[config.mk]
export PLATFORM = sky130hd
export DESIGN_NAME = ula_exec_flat
export DESIGN_NICKNAME = d
export VERILOG_FILES = /design/src/rtl/ula_exec_if.sv /design/src/rtl/ula_exec.sv /design/src/flat_wrapper.sv
export SDC_FILE = /design/constraint.sdc
export NUM_CORES = 1
export LEC_CHECK = 0
export ABC_AREA = 1
export BUFFER_PORTS_ARGS = -buffer_cell sky130_fd_sc_hd__buf_2
export CAP_MARGIN = 20
export CORE_AREA = 2 2 158 160
export DETAILED_ROUTE_END_ITERATION = 12
export DIE_AREA = 0 0 160 162
export GPL_ROUTABILITY_DRIVEN = 0
export PLACE_DENSITY = 0.66
export SYNTH_ARGS = -nofsm -noshare
export SYNTH_HDL_FRONTEND = slang
export SYNTH_SLANG_ARGS = --single-unit
[constraint.sdc]
create_clock -name clk -period 2.3 [get_ports clk]
set_clock_uncertainty 0.05 [all_clocks]
set_input_delay 0.345 -clock clk [delete_from_list [all_inputs] [get_ports clk]]
set_output_delay 0.345 -clock clk [all_outputs]
set_load 0.05 [all_outputs]
[src/rtl/ula_exec_if.sv]
// Valid/ready bus between the ula_ctrl stage, the execute ALU and its consumer.
// master = upstream/downstream environment, slave = the ALU.
interface ula_exec_if #(
    parameter int WIDTH = 32,
    parameter int SHW   = $clog2(WIDTH)
);
    logic             in_valid;
    logic             in_ready;
    logic [3:0]       alu_ctrl;
    logic [WIDTH-1:0] op_a;
    logic [WIDTH-1:0] op_b;
    logic [SHW-1:0]   shamt;
    logic             out_valid;
    logic             out_ready;
    logic [WIDTH-1:0] result;
    logic             zero;
    logic             overflow;

    modport master (
        output in_valid, alu_ctrl, op_a, op_b, shamt, out_ready,
        input  in_ready, out_valid, result, zero, overflow
    );

    modport slave (
        input  in_valid, alu_ctrl, op_a, op_b, shamt, out_ready,
        output in_ready, out_valid, result, zero, overflow
    );
endinterface

[src/rtl/ula_exec.sv]
// Execute-stage ALU: single-cycle logic/arith ops, iterative 1-bit/cycle shifter,
// registered result with zero/overflow flags behind a valid/ready handshake.
module ula_exec #(
    parameter int WIDTH = 32,
    parameter int SHW   = $clog2(WIDTH)
) (
    input  logic       clk,
    input  logic       rst_n,
    ula_exec_if.slave  bus
);
    typedef enum logic [1:0] {IDLE = 2'd0, SHIFT = 2'd1, DONE = 2'd2} state_t;

    localparam logic [3:0] OP_SUB  = 4'h1;
    localparam logic [3:0] OP_AND  = 4'h2;
    localparam logic [3:0] OP_OR   = 4'h3;
    localparam logic [3:0] OP_XOR  = 4'h4;
    localparam logic [3:0] OP_NOR  = 4'h5;
    localparam logic [3:0] OP_SLT  = 4'h6;
    localparam logic [3:0] OP_SLTU = 4'h7;
    localparam logic [3:0] OP_SLL  = 4'h8;
    localparam logic [3:0] OP_SRL  = 4'h9;
    localparam logic [3:0] OP_SRA  = 4'hA;

    state_t           state_r, state_s;
    logic [WIDTH-1:0] work_r, result_r, shifted_s;
    logic [SHW-1:0]   count_r;
    logic [1:0]       shop_r, shop_s;
    logic             zero_r, ovf_r, out_valid_r;
    logic             in_ready_s, accept_s, is_shift_s, start_shift_s;
    logic [WIDTH:0]   calc_s;

    // Single-cycle datapath; shift codes only reach here with a zero amount, so they pass op_b.
    function automatic logic [WIDTH:0] alu_calc(input logic [3:0] ctrl,
                                                input logic [WIDTH-1:0] a,
                                                input logic [WIDTH-1:0] b);
        logic [WIDTH-1:0] r;
        logic             ov;
        r  = a + b;
        ov = 1'b0;
        case (ctrl)
            OP_SUB: begin
                r  = a - b;
                ov = (a[WIDTH-1] != b[WIDTH-1]) && (r[WIDTH-1] != a[WIDTH-1]);
            end
            OP_AND:  r = a & b;
            OP_OR:   r = a | b;
            OP_XOR:  r = a ^ b;
            OP_NOR:  r = ~(a | b);
            OP_SLT:  r = {{(WIDTH-1){1'b0}}, ($signed(a) < $signed(b))};
            OP_SLTU: r = {{(WIDTH-1){1'b0}}, (a < b)};
            OP_SLL, OP_SRL, OP_SRA: r = b;
            default: begin
                r  = a + b;
                ov = (a[WIDTH-1] == b[WIDTH-1]) && (r[WIDTH-1] != a[WIDTH-1]);
            end
        endcase
        return {ov, r};
    endfunction

    // Handshake, op decode, one-bit shift step and next-state selection.
    always_comb begin
        state_s    = state_r;
        in_ready_s = 1'b0;
        shop_s     = 2'd0;
        shifted_s  = work_r;
        case (state_r)
            IDLE:    in_ready_s = rst_n;
            DONE:    in_ready_s = rst_n & bus.out_ready;
            default: in_ready_s = 1'b0;
        endcase
        accept_s      = bus.in_valid & in_ready_s;
        is_shift_s    = (bus.alu_ctrl == OP_SLL) || (bus.alu_ctrl == OP_SRL) ||
                        (bus.alu_ctrl == OP_SRA);
        start_shift_s = accept_s && is_shift_s && (bus.shamt != {SHW{1'b0}});
        calc_s        = alu_calc(bus.alu_ctrl, bus.op_a, bus.op_b);
        case (bus.alu_ctrl)
            OP_SRL:  shop_s = 2'd1;
            OP_SRA:  shop_s = 2'd2;
            default: shop_s = 2'd0;
        endcase
        case (shop_r)
            2'd0:    shifted_s = {work_r[WIDTH-2:0], 1'b0};
            2'd1:    shifted_s = {1'b0, work_r[WIDTH-1:1]};
            default: shifted_s = {work_r[WIDTH-1], work_r[WIDTH-1:1]};
        endcase
        case (state_r)
            IDLE, DONE: begin
                if (accept_s) begin
                    state_s = start_shift_s ? SHIFT : DONE;
                end else if (state_r == DONE && bus.out_ready) begin
                    state_s = IDLE;
                end else begin
                    state_s = state_r;
                end
            end
            SHIFT: begin
                if (count_r == SHW'(1)) begin
                    state_s = DONE;
                end else begin
                    state_s = SHIFT;
                end
            end
            default: state_s = IDLE;
        endcase
    end

    // State, shifter and result/flag registers with synchronous active-low reset.
    always_ff @(posedge clk) begin
        if (!rst_n) begin
            state_r     <= IDLE;
            work_r      <= {WIDTH{1'b0}};
            count_r     <= {SHW{1'b0}};
            shop_r      <= 2'd0;
            result_r    <= {WIDTH{1'b0}};
            zero_r      <= 1'b0;
            ovf_r       <= 1'b0;
            out_valid_r <= 1'b0;
        end else begin
            state_r <= state_s;
            if (start_shift_s) begin
                work_r      <= bus.op_b;
                count_r     <= bus.shamt;
                shop_r      <= shop_s;
                out_valid_r <= 1'b0;
            end else if (accept_s) begin
                result_r    <= calc_s[WIDTH-1:0];
                zero_r      <= (calc_s[WIDTH-1:0] == {WIDTH{1'b0}});
                ovf_r       <= calc_s[WIDTH];
                out_valid_r <= 1'b1;
            end else if (state_r == SHIFT) begin
                work_r  <= shifted_s;
                count_r <= count_r - SHW'(1);
                if (count_r == SHW'(1)) begin
                    result_r    <= shifted_s;
                    zero_r      <= (shifted_s == {WIDTH{1'b0}});
                    ovf_r       <= 1'b0;
                    out_valid_r <= 1'b1;
                end
            end else if (state_r == DONE && bus.out_ready) begin
                out_valid_r <= 1'b0;
            end
        end
    end

    assign bus.in_ready  = in_ready_s;
    assign bus.out_valid = out_valid_r;
    assign bus.result    = result_r;
    assign bus.zero      = zero_r;
    assign bus.overflow  = ovf_r;
endmodule

[src/flat_wrapper.sv]
// flat-port wrapper written by rule: the top's interface ports become plain ports
module ula_exec_flat 
#(
    parameter int WIDTH = 32,
    parameter int SHW   = $clog2(WIDTH)
)
  (clk, rst_n, bus_in_valid, bus_alu_ctrl, bus_op_a, bus_op_b, bus_shamt, bus_out_ready, bus_in_ready, bus_out_valid, bus_result, bus_zero, bus_overflow);
  ula_exec_if #(.WIDTH(WIDTH), .SHW(SHW)) bus_i ();
  input  logic clk;
  input  logic rst_n;
  input wire logic [$bits(bus_i.in_valid)-1:0] bus_in_valid;
  input wire logic [$bits(bus_i.alu_ctrl)-1:0] bus_alu_ctrl;
  input wire logic [$bits(bus_i.op_a)-1:0] bus_op_a;
  input wire logic [$bits(bus_i.op_b)-1:0] bus_op_b;
  input wire logic [$bits(bus_i.shamt)-1:0] bus_shamt;
  input wire logic [$bits(bus_i.out_ready)-1:0] bus_out_ready;
  output wire logic [$bits(bus_i.in_ready)-1:0] bus_in_ready;
  output wire logic [$bits(bus_i.out_valid)-1:0] bus_out_valid;
  output wire logic [$bits(bus_i.result)-1:0] bus_result;
  output wire logic [$bits(bus_i.zero)-1:0] bus_zero;
  output wire logic [$bits(bus_i.overflow)-1:0] bus_overflow;
  assign bus_i.in_valid = bus_in_valid;
  assign bus_i.alu_ctrl = bus_alu_ctrl;
  assign bus_i.op_a = bus_op_a;
  assign bus_i.op_b = bus_op_b;
  assign bus_i.shamt = bus_shamt;
  assign bus_i.out_ready = bus_out_ready;
  assign bus_in_ready = bus_i.in_ready;
  assign bus_out_valid = bus_i.out_valid;
  assign bus_result = bus_i.result;
  assign bus_zero = bus_i.zero;
  assign bus_overflow = bus_i.overflow;
  ula_exec #(.WIDTH(WIDTH), .SHW(SHW)) u_core (.clk(clk), .rst_n(rst_n), .bus(bus_i));
endmodule
After elaboration in Yosys (flattened, before gate mapping)
Cells that the tools add are included.
- add/sub/neg operators: 3
- magnitude comparators: 2
- equal/unequal tests: 21
- muxes and demuxes: 29
- bitwise logic cells: 8
- reductions and logical operators: 23
- operators with widths (operator ; number):
    $pmux W32 S8 ; 1
    $mux W32 ; 6
    $logic_not A32 Y1 ; 2
    $lt A32 B32 Y1 ; 2
    $pmux W32 S2 ; 1
    $add A32 B32 Y32 ; 1
    $and A32 B32 Y32 ; 1
    $not A32 Y32 ; 1
    $or A32 B32 Y32 ; 1
    $sub A32 B32 Y32 ; 1
    $xor A32 B32 Y32 ; 1
    $eq A4 B3 Y1 const B ; 4
    $mux W5 ; 3
    $eq A4 B4 Y1 const B ; 3
    $mux W1 ; 10
    $reduce_or A9 Y1 ; 1
    $eq A4 B2 Y1 const B ; 2
    $mux W2 ; 4
    $pmux W2 S2 ; 2
    $ne A3 B1 Y1 const B ; 2
    $reduce_bool A2 Y1 ; 3
    $eq A5 B1 Y1 const B ; 1
    $logic_and A1 B1 Y1 ; 5
    $reduce_bool A5 Y1 ; 1
    other kinds (17) ; 27
- flip-flop bits (word level): 76
- input port bits: 77
- output and inout bits: 36
- logic and storage cells: 94

Logic depth before layout (Yosys ltp)
Gate-level depths: netlist of the first run.
- depth in word-level cells: 8
- depth in mapped cells: 22
- gate-level depth less buffers: 21

Least setup slack after synthesis of the first run
No wires, ideal clock.
- path type: in2reg
- start: input port rst_n
- end: register u_core.work_r[7]
- setup time: 0.128 ns
- arrival time: 2.238 ns
- data required time: 2.122 ns
- path slack: -0.115 ns
- stages on the path: 10
- buffers on the path: 2
- path through: inv_1 nor3_2 and2_1 buf_2 nand3_2 nand2_1 inv_2 buf_2 a221oi_1 nor2_1
- longest elaborated chain between the ends: 7
- elaborated cells between the ends (all ways): 9
- those cells by class: eq/ne (1); mux (2); bitwise (2); reduce/logical (4)
- RTL lines (item ; RTL line ; source):
    from (decl) ; flat_wrapper.sv:10 ; input logic rst_n;
    $and A1 B1 Y1 ; ula_exec.sv:68 ; DONE: in_ready_s = rst_n & bus.out_ready;
    $pmux W1 S2 * ; ula_exec.sv:66 ; case (state_r)
    net bus_in_ready ; flat_wrapper.sv:17 ; output wire logic [$bits(bus_i.in_ready)-1:0] bus_in_ready;
    $and A1 B1 Y1 * ; ula_exec.sv:71 ; accept_s = bus.in_valid & in_ready_s;
    $logic_and A1 B1 Y1 (2 in series) ; ula_exec.sv:74 ; start_shift_s = accept_s && is_shift_s && (bus.shamt != {SHW{1'b0}});
    $ne A2 B2 Y1 (no line) or $reduce_bool A2 Y1 (tied branches) ; n/a ;
    $reduce_and A2 Y1 (no line) ; n/a ;
    to (signal assigned) ; ula_exec.sv:111 ; work_r <= {WIDTH{1'b0}};
    to (signal assigned) ; ula_exec.sv:121 ; work_r <= bus.op_b;
    to (signal assigned) ; ula_exec.sv:131 ; work_r <= shifted_s;
    to (decl) ; ula_exec.sv:25 ; logic [WIDTH-1:0] work_r, result_r, shifted_s;
Mark *: on every way through the listed nets, which the timed path passes. The rest lies on a longest branch.
A chain may end at the register's enable or synchronous reset.

Final worst setup path of the first run
- start: input port bus_op_a[0]
- end: register u_core.zero_r, in the netlist u_core.bus.zero
- longest elaborated chain between the ends: 5
- elaborated cells between the ends (all ways): 11
- those cells by class: add/sub (2); order compare (2); mux (2); bitwise (4); reduce/logical (1)
- RTL lines (item ; RTL line ; source):
    from (decl) ; flat_wrapper.sv:13 ; input wire logic [$bits(bus_i.op_a)-1:0] bus_op_a;
    parallel branches: the longest is 2 deep, another holds $add A32 B32 Y32 ; n/a ;
    $pmux W32 S8 * ; ula_exec.sv:40 ; case (ctrl)
    $logic_not A32 Y1 * ; ula_exec.sv:127 ; zero_r <= (calc_s[WIDTH-1:0] == {WIDTH{1'b0}});
    $mux W1 * ; ula_exec.sv:125 ; end else if (accept_s) begin
    to (signal assigned) ; ula_exec.sv:127 ;
    to (signal assigned) ; ula_exec.sv:135 ; zero_r <= (shifted_s == {WIDTH{1'b0}});
    to (decl) ; ula_exec.sv:28 ; logic zero_r, ovf_r, out_valid_r;
Every way passes the cells marked *.

==> results.sh, run 1 <==
export IMPL_max_slew_margin_pct=50.9
export IMPL_routed_wl_um=47600
export IMPL_ys_warn_count=0
export IMPL_power_frac_seq_pct=21.2
export IMPL_path_max_fanout=4
export IMPL_fill_cells=2152
export IMPL_cts_buffers=9
export IMPL_rsz0062_at_grt="true"
export IMPL_reg2reg_depth=10
export IMPL_drtIter0Drc=1590
export IMPL_switchingPower_mw=2.75
export IMPL_status="finished, violations left"
export IMPL_pwr_share_clk_pct=24.1
export IMPL_layout_nets=2540
export IMPL_seq_area_frac_synth_pct=14.1
export IMPL_period_needed_ns=2.36
export IMPL_violations="setup timing"
export IMPL_yosysMostFrequentCell="nand2_1"
export IMPL_ant_nets=0
export IMPL_final_layout_size_suffix_gt1_share_pct=37.2
export IMPL_dp_cells=2649
export IMPL_p_comb_share_pct=54.8
export IMPL_dp_hpwl_um=36700
export IMPL_grt_overflow_total=0
export IMPL_required_ns=2.53
export IMPL_fin_ws_ns=-0.0630
export IMPL_cp_arrival_ns=2.59
export IMPL_worstHoldPathType="in -> reg"
export IMPL_clockBufferDepth=2
export IMPL_dp_slack_ns=-0.656
export IMPL_fin_crit_sh_pct=103
export IMPL_cp_end_kind="flip-flop"
export IMPL_fp_dieW_um=160
export IMPL_core_area_sq_mm=0.0241
export IMPL_grt_pass1_vias=14200
export IMPL_hold_worst_slack_ns=0.229
export IMPL_synth_seq_cells=76
export IMPL_n_antenna_cell=0
export IMPL_ir_drop_mv=0.345
export IMPL_syn_inst=1902
export IMPL_antenna_found_initial=0
export IMPL_io_pins=113
export IMPL_synth_edf_count=0
export IMPL_power_total_mw=6.63
export IMPL_netlist_cell_type_count=48
export IMPL_drc=0
export IMPL_drv_cap=0
export IMPL_vias_per_cell=5.59
export IMPL_p_leak_nw=8.37
export IMPL_p_int_mw=3.88
export IMPL_grt_max_degree=66
export IMPL_die_h_um=162
export IMPL_htree_levels=3
export IMPL_dr_total_vias=15100
export IMPL_cts_sinks=76
export IMPL_firstDrtPassIters=6
export IMPL_switching_share_pct=41.5
export IMPL_p_per_area_mw_per_mm2=409
export IMPL_synth_area_per_cell_sq_um=5.67
export IMPL_synth_area_sq_mm=0.0108
export IMPL_worst_slew_pin_slew_ns=0.737
export IMPL_finalHoldViolations=0
export IMPL_numPortBuffers=112
export IMPL_async_reset_ff_share_pct=0
export IMPL_start_util_pct=44.8
export IMPL_start_kind="input port"
export IMPL_timing_fmax_mhz=423
export IMPL_area_growth_pct=50.2
export IMPL_wire_per_inst_um=17.7
export IMPL_setup_violations=2
export IMPL_layout_cells_non_filler=2692
export IMPL_synth_top_area_cell="nand2_1"
export IMPL_hold_buffers=0
export IMPL_yosysTopAreaCellShare_pct=18.8
export IMPL_path_class="in -> reg"
export IMPL_grt_use_total_pct=34.9
export IMPL_slew_viol_final=0
export IMPL_synth_top_flop_cell="dfxtp_1"
export IMPL_clk_pin_slew_worst_paths_ns=0.06
export IMPL_dieArea_sq_mm=0.0259
export IMPL_rows=57
export IMPL_whs_path_depth=3
export IMPL_syn_nets=2079
export IMPL_grt_pass1_wl_um=72400
export IMPL_clkLatencyLatePin_ns=0.35
export IMPL_yosys_top_cells_count="nand2_1, inv_1, nor2_1"
export IMPL_synth_area_leaders="nand2_1, dfxtp_1, ha_1"
export IMPL_post_route_util_pct=67.2
export IMPL_cts_tree="done"
export IMPL_root_buffer="clkbuf_16"
[metrics by stage]
step | TNS, ns | instance area, sq um
after global routing | -1.05 | 16200
after global placement | -12.44 | 14400
after CTS | -0.0109 | 15400
after floorplan | 0 | 10800
after detailed placement | -13.89 | 14400
final | -0.0641 | 16200
[state kept, by name, summed over array words and instances, names as in the netlist]
signal,flops
u_core.bus.result,32
u_core.count_r,5
u_core.shop_r,2
u_core.state_r,2
u_core.work_r,32
u_core.bus.overflow,1
u_core.bus.out_valid,1
u_core.bus.zero,1
[cell type report]
cell class                      count  area, sq um  share of cell area [%]
Multi-Input combinational cell   1444         8880                    54.8
Clock buffer                       10          239                    1.47
Tap cell                          324          405                    2.50
Inverter                          302         1140                    7.05
Clock inverter                      6         95.1                   0.587
Sequential cell                    76         1520                    9.39
Timing Repair Buffer              530         3920                    24.2
[timing repair]
item	4_1_cts	5_1_grt
setup buffers	17	11
endpoints found under the hold margin	0	0
resized for setup	137	205
endpoints found under the setup margin	19	31
pin swaps	39	58
[cells in the final DEF (no fill, tap or decap), types with 6 or more instances in the layout]
cell and count:
nand2_1 480, buf_4 395, inv_1 239, a21oi_1 129, nor2_1 123, nand3_1 112, buf_2 108, nand2_2 76
dfxtp_1 76, o21ai_0 75, ha_1 63, inv_2 57, o22ai_1 44, nand4_1 35, nand3_2 32, nor2_2 29
ha_4 29, a21oi_2 28, o21ai_1 21, nor2_4 18, a211oi_1 15, a221oi_1 14, buf_12 13, nor3_2 12
buf_6 12, nor3_1 11, mux2i_1 11, clkbuf_16 9, nand2_4 8, xor2_1 7, o21bai_1 7, or2_2 6
o211ai_1 6, ha_2 6
[final timing paths]
| path | startpoint | endpoint | slack (ns) |
|---|---|---|---|
| worst min-delay path | bus_shamt[1] | u_core.count_r[1] | 0.23 |
| worst min register to register | u_core.bus.result[26] | u_core.bus.result[26] | 0.41 |
| worst max-delay path | bus_op_a[0] | u_core.bus.zero | -0.06 |
| worst max register to register | u_core.shop_r[0] | u_core.bus.zero | 0.06 |
[power by group through the flow]
stage	Combinational, mW	Clock, mW	Sequential, mW
3_5_place_dp	3.02	0	1.43
3_3_place_gp	2.98	0	1.43
4_1_cts	3.25	1.60	1.40
5_1_grt	3.87	1.65	1.41
2_1_floorplan	1.55	0	1.52
6_report	3.63	1.60	1.40
[routing by layer]
metal  vias up  share of wire, %  track usage, %
li1       7110                 -               -
met1      6810                39            43.2
met2       920                43            55.5
met3       214                10            6.46
met4         0               8.1            23.5
met5         -                 0               0
[critical path, cell delays in order]
cell,delay [ns]
buf_8,0.11
ha_4,0.16
fa_2,0.40
nand3_2,0.09
nand3_2,0.13
nand2_1,0.10
nand2_2,0.10
xor2_1,0.15
nand2_1,0.08
nand3_2,0.10
nor2_1,0.12
nand3_1,0.14
nor2_1,0.11
nand2_1,0.10
nor2_1,0.10
nand4_1,0.09
a21oi_1,0.14
[logic make-up (layout without fill, tap and decap cells)]
kind of cell | count (synthesis) | count (layout) | share of synthesized area [%]
AO/OA/AOI/OAI | 365 | 365 | 19.5
XOR/XNOR | 9 | 9 | 0.731
adder cells (fa/ha/maj) | 100 | 100 | 11.7
buffers and inverters | 382 | 848 | 14.9
flip-flops | 76 | 76 | 14.1
multiplexers | 11 | 11 | 1.02
AND/OR/NAND/NOR | 959 | 959 | 38.0
Note: power is estimated with default switching activity, not from simulation.
==> run 2: changes to the inputs <==
Settings changed: GPL_TIMING_DRIVEN set to 0.
==> run 2 against run 1 <==
  * The flow still finishes with violations (setup timing)
  * Flip-flop and latch count stayed put
  * Critical path depth is 2 lower
  * Final cell count decreased by 9.0%
  * Critical path type unchanged
  * Critical endpoint unchanged
  * Die area is the same
  * Wire length is 4.2% higher
  * Global-route usage fell by 0.27 points
  * Design area is 5.9% lower
  * Worst hold slack lost 0.0079 ns
==> results.sh, run 2 (synthesized netlist as in run 1, its figures left out) <==
export IMPL_status="finished, violations left"
export IMPL_violations="setup timing"
export IMPL_cp_arrival_ns=2.87
export IMPL_start_kind="input port"
export IMPL_dpl_cell_area_sq_mm=0.0118
export IMPL_rsz0062_at_grt="true"
export IMPL_start_util_pct=44.8
export IMPL_io_pins=113
export IMPL_cp_end_kind="flip-flop"
export IMPL_setup_violations=5
export IMPL_root_buffer="clkbuf_16"
export IMPL_cts_tree="done"
export IMPL_grt_max_degree=12
export IMPL_post_route_util_pct=63.3
export IMPL_critPathTopFamily="simple AND/OR/NAND/NOR gates"
export IMPL_antenna_found_initial=0
export IMPL_hold_buffers=0
export IMPL_vias_per_cell=5.93
export IMPL_p_leak_nw=7.39
export IMPL_worstHoldPathType="in -> reg"
export IMPL_clk_pin_slew_worst_paths_ns=0.06
export IMPL_max_slew_margin_pct=36.0
export IMPL_path_max_fanout=10
export IMPL_ant_nets=0
export IMPL_slew_viol_final=0
export IMPL_fin_crit_sh_pct=115
export IMPL_path_cells="buf_2, nand2_2, inv_2, nand2_2, buf_4, o21ai_0, nor3_2, nand3_2, nor2_1, nand2_1, a21oi_2, nand2_1, nor2_1, nand4_1, a21oi_1"
export IMPL_final_common_cell="nand2_1"
export IMPL_grt_pass1_vias=12600
export IMPL_clockBufferDepth=2
export IMPL_stdcell_area_sq_mm=0.0153
export IMPL_drc=0
export IMPL_final_cell_mix="nand2_1, inv_1, a21oi_1"
export IMPL_drtIter0Drc=1943
export IMPL_fp_dieW_um=160
export IMPL_firstDrtPassIters=9
export IMPL_dieArea_sq_mm=0.0259
export IMPL_cp_slowest_cell="nor3_2"
export IMPL_final_layout_size_suffix_gt1_share_pct=36.0
export IMPL_htree_levels=3
export IMPL_grt_pass1_wl_um=70000
export IMPL_p_per_area_mw_per_mm2=411
export IMPL_rows=57
export IMPL_drv_cap=0
export IMPL_path_class="in -> reg"
export IMPL_routed_wl_um=49600
export IMPL_grt_use_total_pct=34.6
export IMPL_period_needed_ns=2.64
export IMPL_dp_hpwl_um=35500
export IMPL_die_h_um=162
export IMPL_numPortBuffers=111
export IMPL_fin_ws_ns=-0.345
export IMPL_ir_drop_mv=0.292
export IMPL_clkLatencyLatePin_ns=0.34
export IMPL_timing_fmax_mhz=378
export IMPL_worst_slew_pin_slew_ns=0.957
export IMPL_area_growth_pct=41.4
export IMPL_layout_nets=2300
export IMPL_cts_buffers=9
export IMPL_critPathBufInv=3
export IMPL_wire_per_inst_um=20.3
export IMPL_core_area_sq_mm=0.0241
export IMPL_max_stage_delay_ns=0.42
export IMPL_grt_overflow_total=0
export IMPL_n_antenna_cell=0
export IMPL_cts_sinks=76
export IMPL_required_ns=2.52
export IMPL_power_total_mw=6.27
export IMPL_finalHoldViolations=0
export IMPL_dr_total_vias=14500
## run 2: cell count changes in the layout (fill, tap and decap cells not counted), moves of 23 or more
cell,change
nand2_2,+23
nor2_1,-24
nand2_4,+36
nor2_4,+23
nand2_1,-63
buf_4,-296
inv_1,-49
## run 2: stage by stage
stage / instances / hold WS [ns] / setup TNS [ns] / setup slack, ns
6_report: 2450 / 0.221 / -0.540 / -0.345
5_1_grt: 2450 / 0.236 / -1.12 / -0.401
4_1_cts: 2398 / 0.225 / -0.130 / -0.130
3_5_place_dp: 2337 / 0.402 / -29.85 / -0.902
3_3_place_gp: 2337 / 0.402 / -31.72 / -0.881
2_1_floorplan: 1902 / 0.394 / 0 / 0.0214
## run 2: metal layers
| metal | GRT usage (%) | vias to the layer above | part of all wire (%) |
|---|---|---|---|
| met4 | 23.3 | 0 | 8.3 |
| met3 | 7.92 | 247 | 13 |
| li1 | - | 6631 | - |
| met5 | 0 | - | 0 |
| met1 | 45.2 | 6567 | 38 |
| met2 | 50.9 | 1094 | 41 |
## run 2: power by group
group / leakage [nW] / internal [mW] / total (mW) / switching (mW)
combinational: 6.65 / 1.29 / 3.59 / 2.30
sequential: 0.617 / 1.37 / 1.40 / 0.0334
clock: 0.125 / 0.746 / 1.28 / 0.529
## run 2: cell type report
type	count	area (sq um)
Buffer	73	523
Clock buffer	12	246
Clock inverter	2	12.5
Fill cell	2173	8850
Inverter	302	1270
Multi-Input combinational cell	1444	9640
Sequential cell	76	1520
Tap cell	324	405
Timing Repair Buffer	217	1630
## run 2: repair_timing
item,4_1_cts,5_1_grt
buffers inserted,39,56
pin swaps,64,137
endpoints found under the setup margin,36,36
gates cloned,8,4
resized for setup,310,404
hold endpoints to repair,0,0
## run 2: path summary, 6_finish.rpt
path,startpoint,endpoint,slack (ns),cells after the start
setup / recovery,bus_alu_ctrl[1],u_core.bus.zero,-0.34,15
hold / removal,rst_n,u_core.bus.result[2],0.22,3
setup reg to reg,u_core.shop_r[1],u_core.bus.zero,-0.08,10
hold reg to reg,u_core.bus.result[27],u_core.bus.result[27],0.41,2
## run 2: worst reg2reg max path, stage by stage, from the launching register on
cell and delay (ns):
dfxtp_1 0.38, nor2_4 0.26, buf_2 0.31, nand2_1 0.08, o21ai_1 0.24, nand4_1 0.22
nor4_4 0.41, nand4_1 0.13, nand2_1 0.09, inv_1 0.04, a21oi_1 0.12
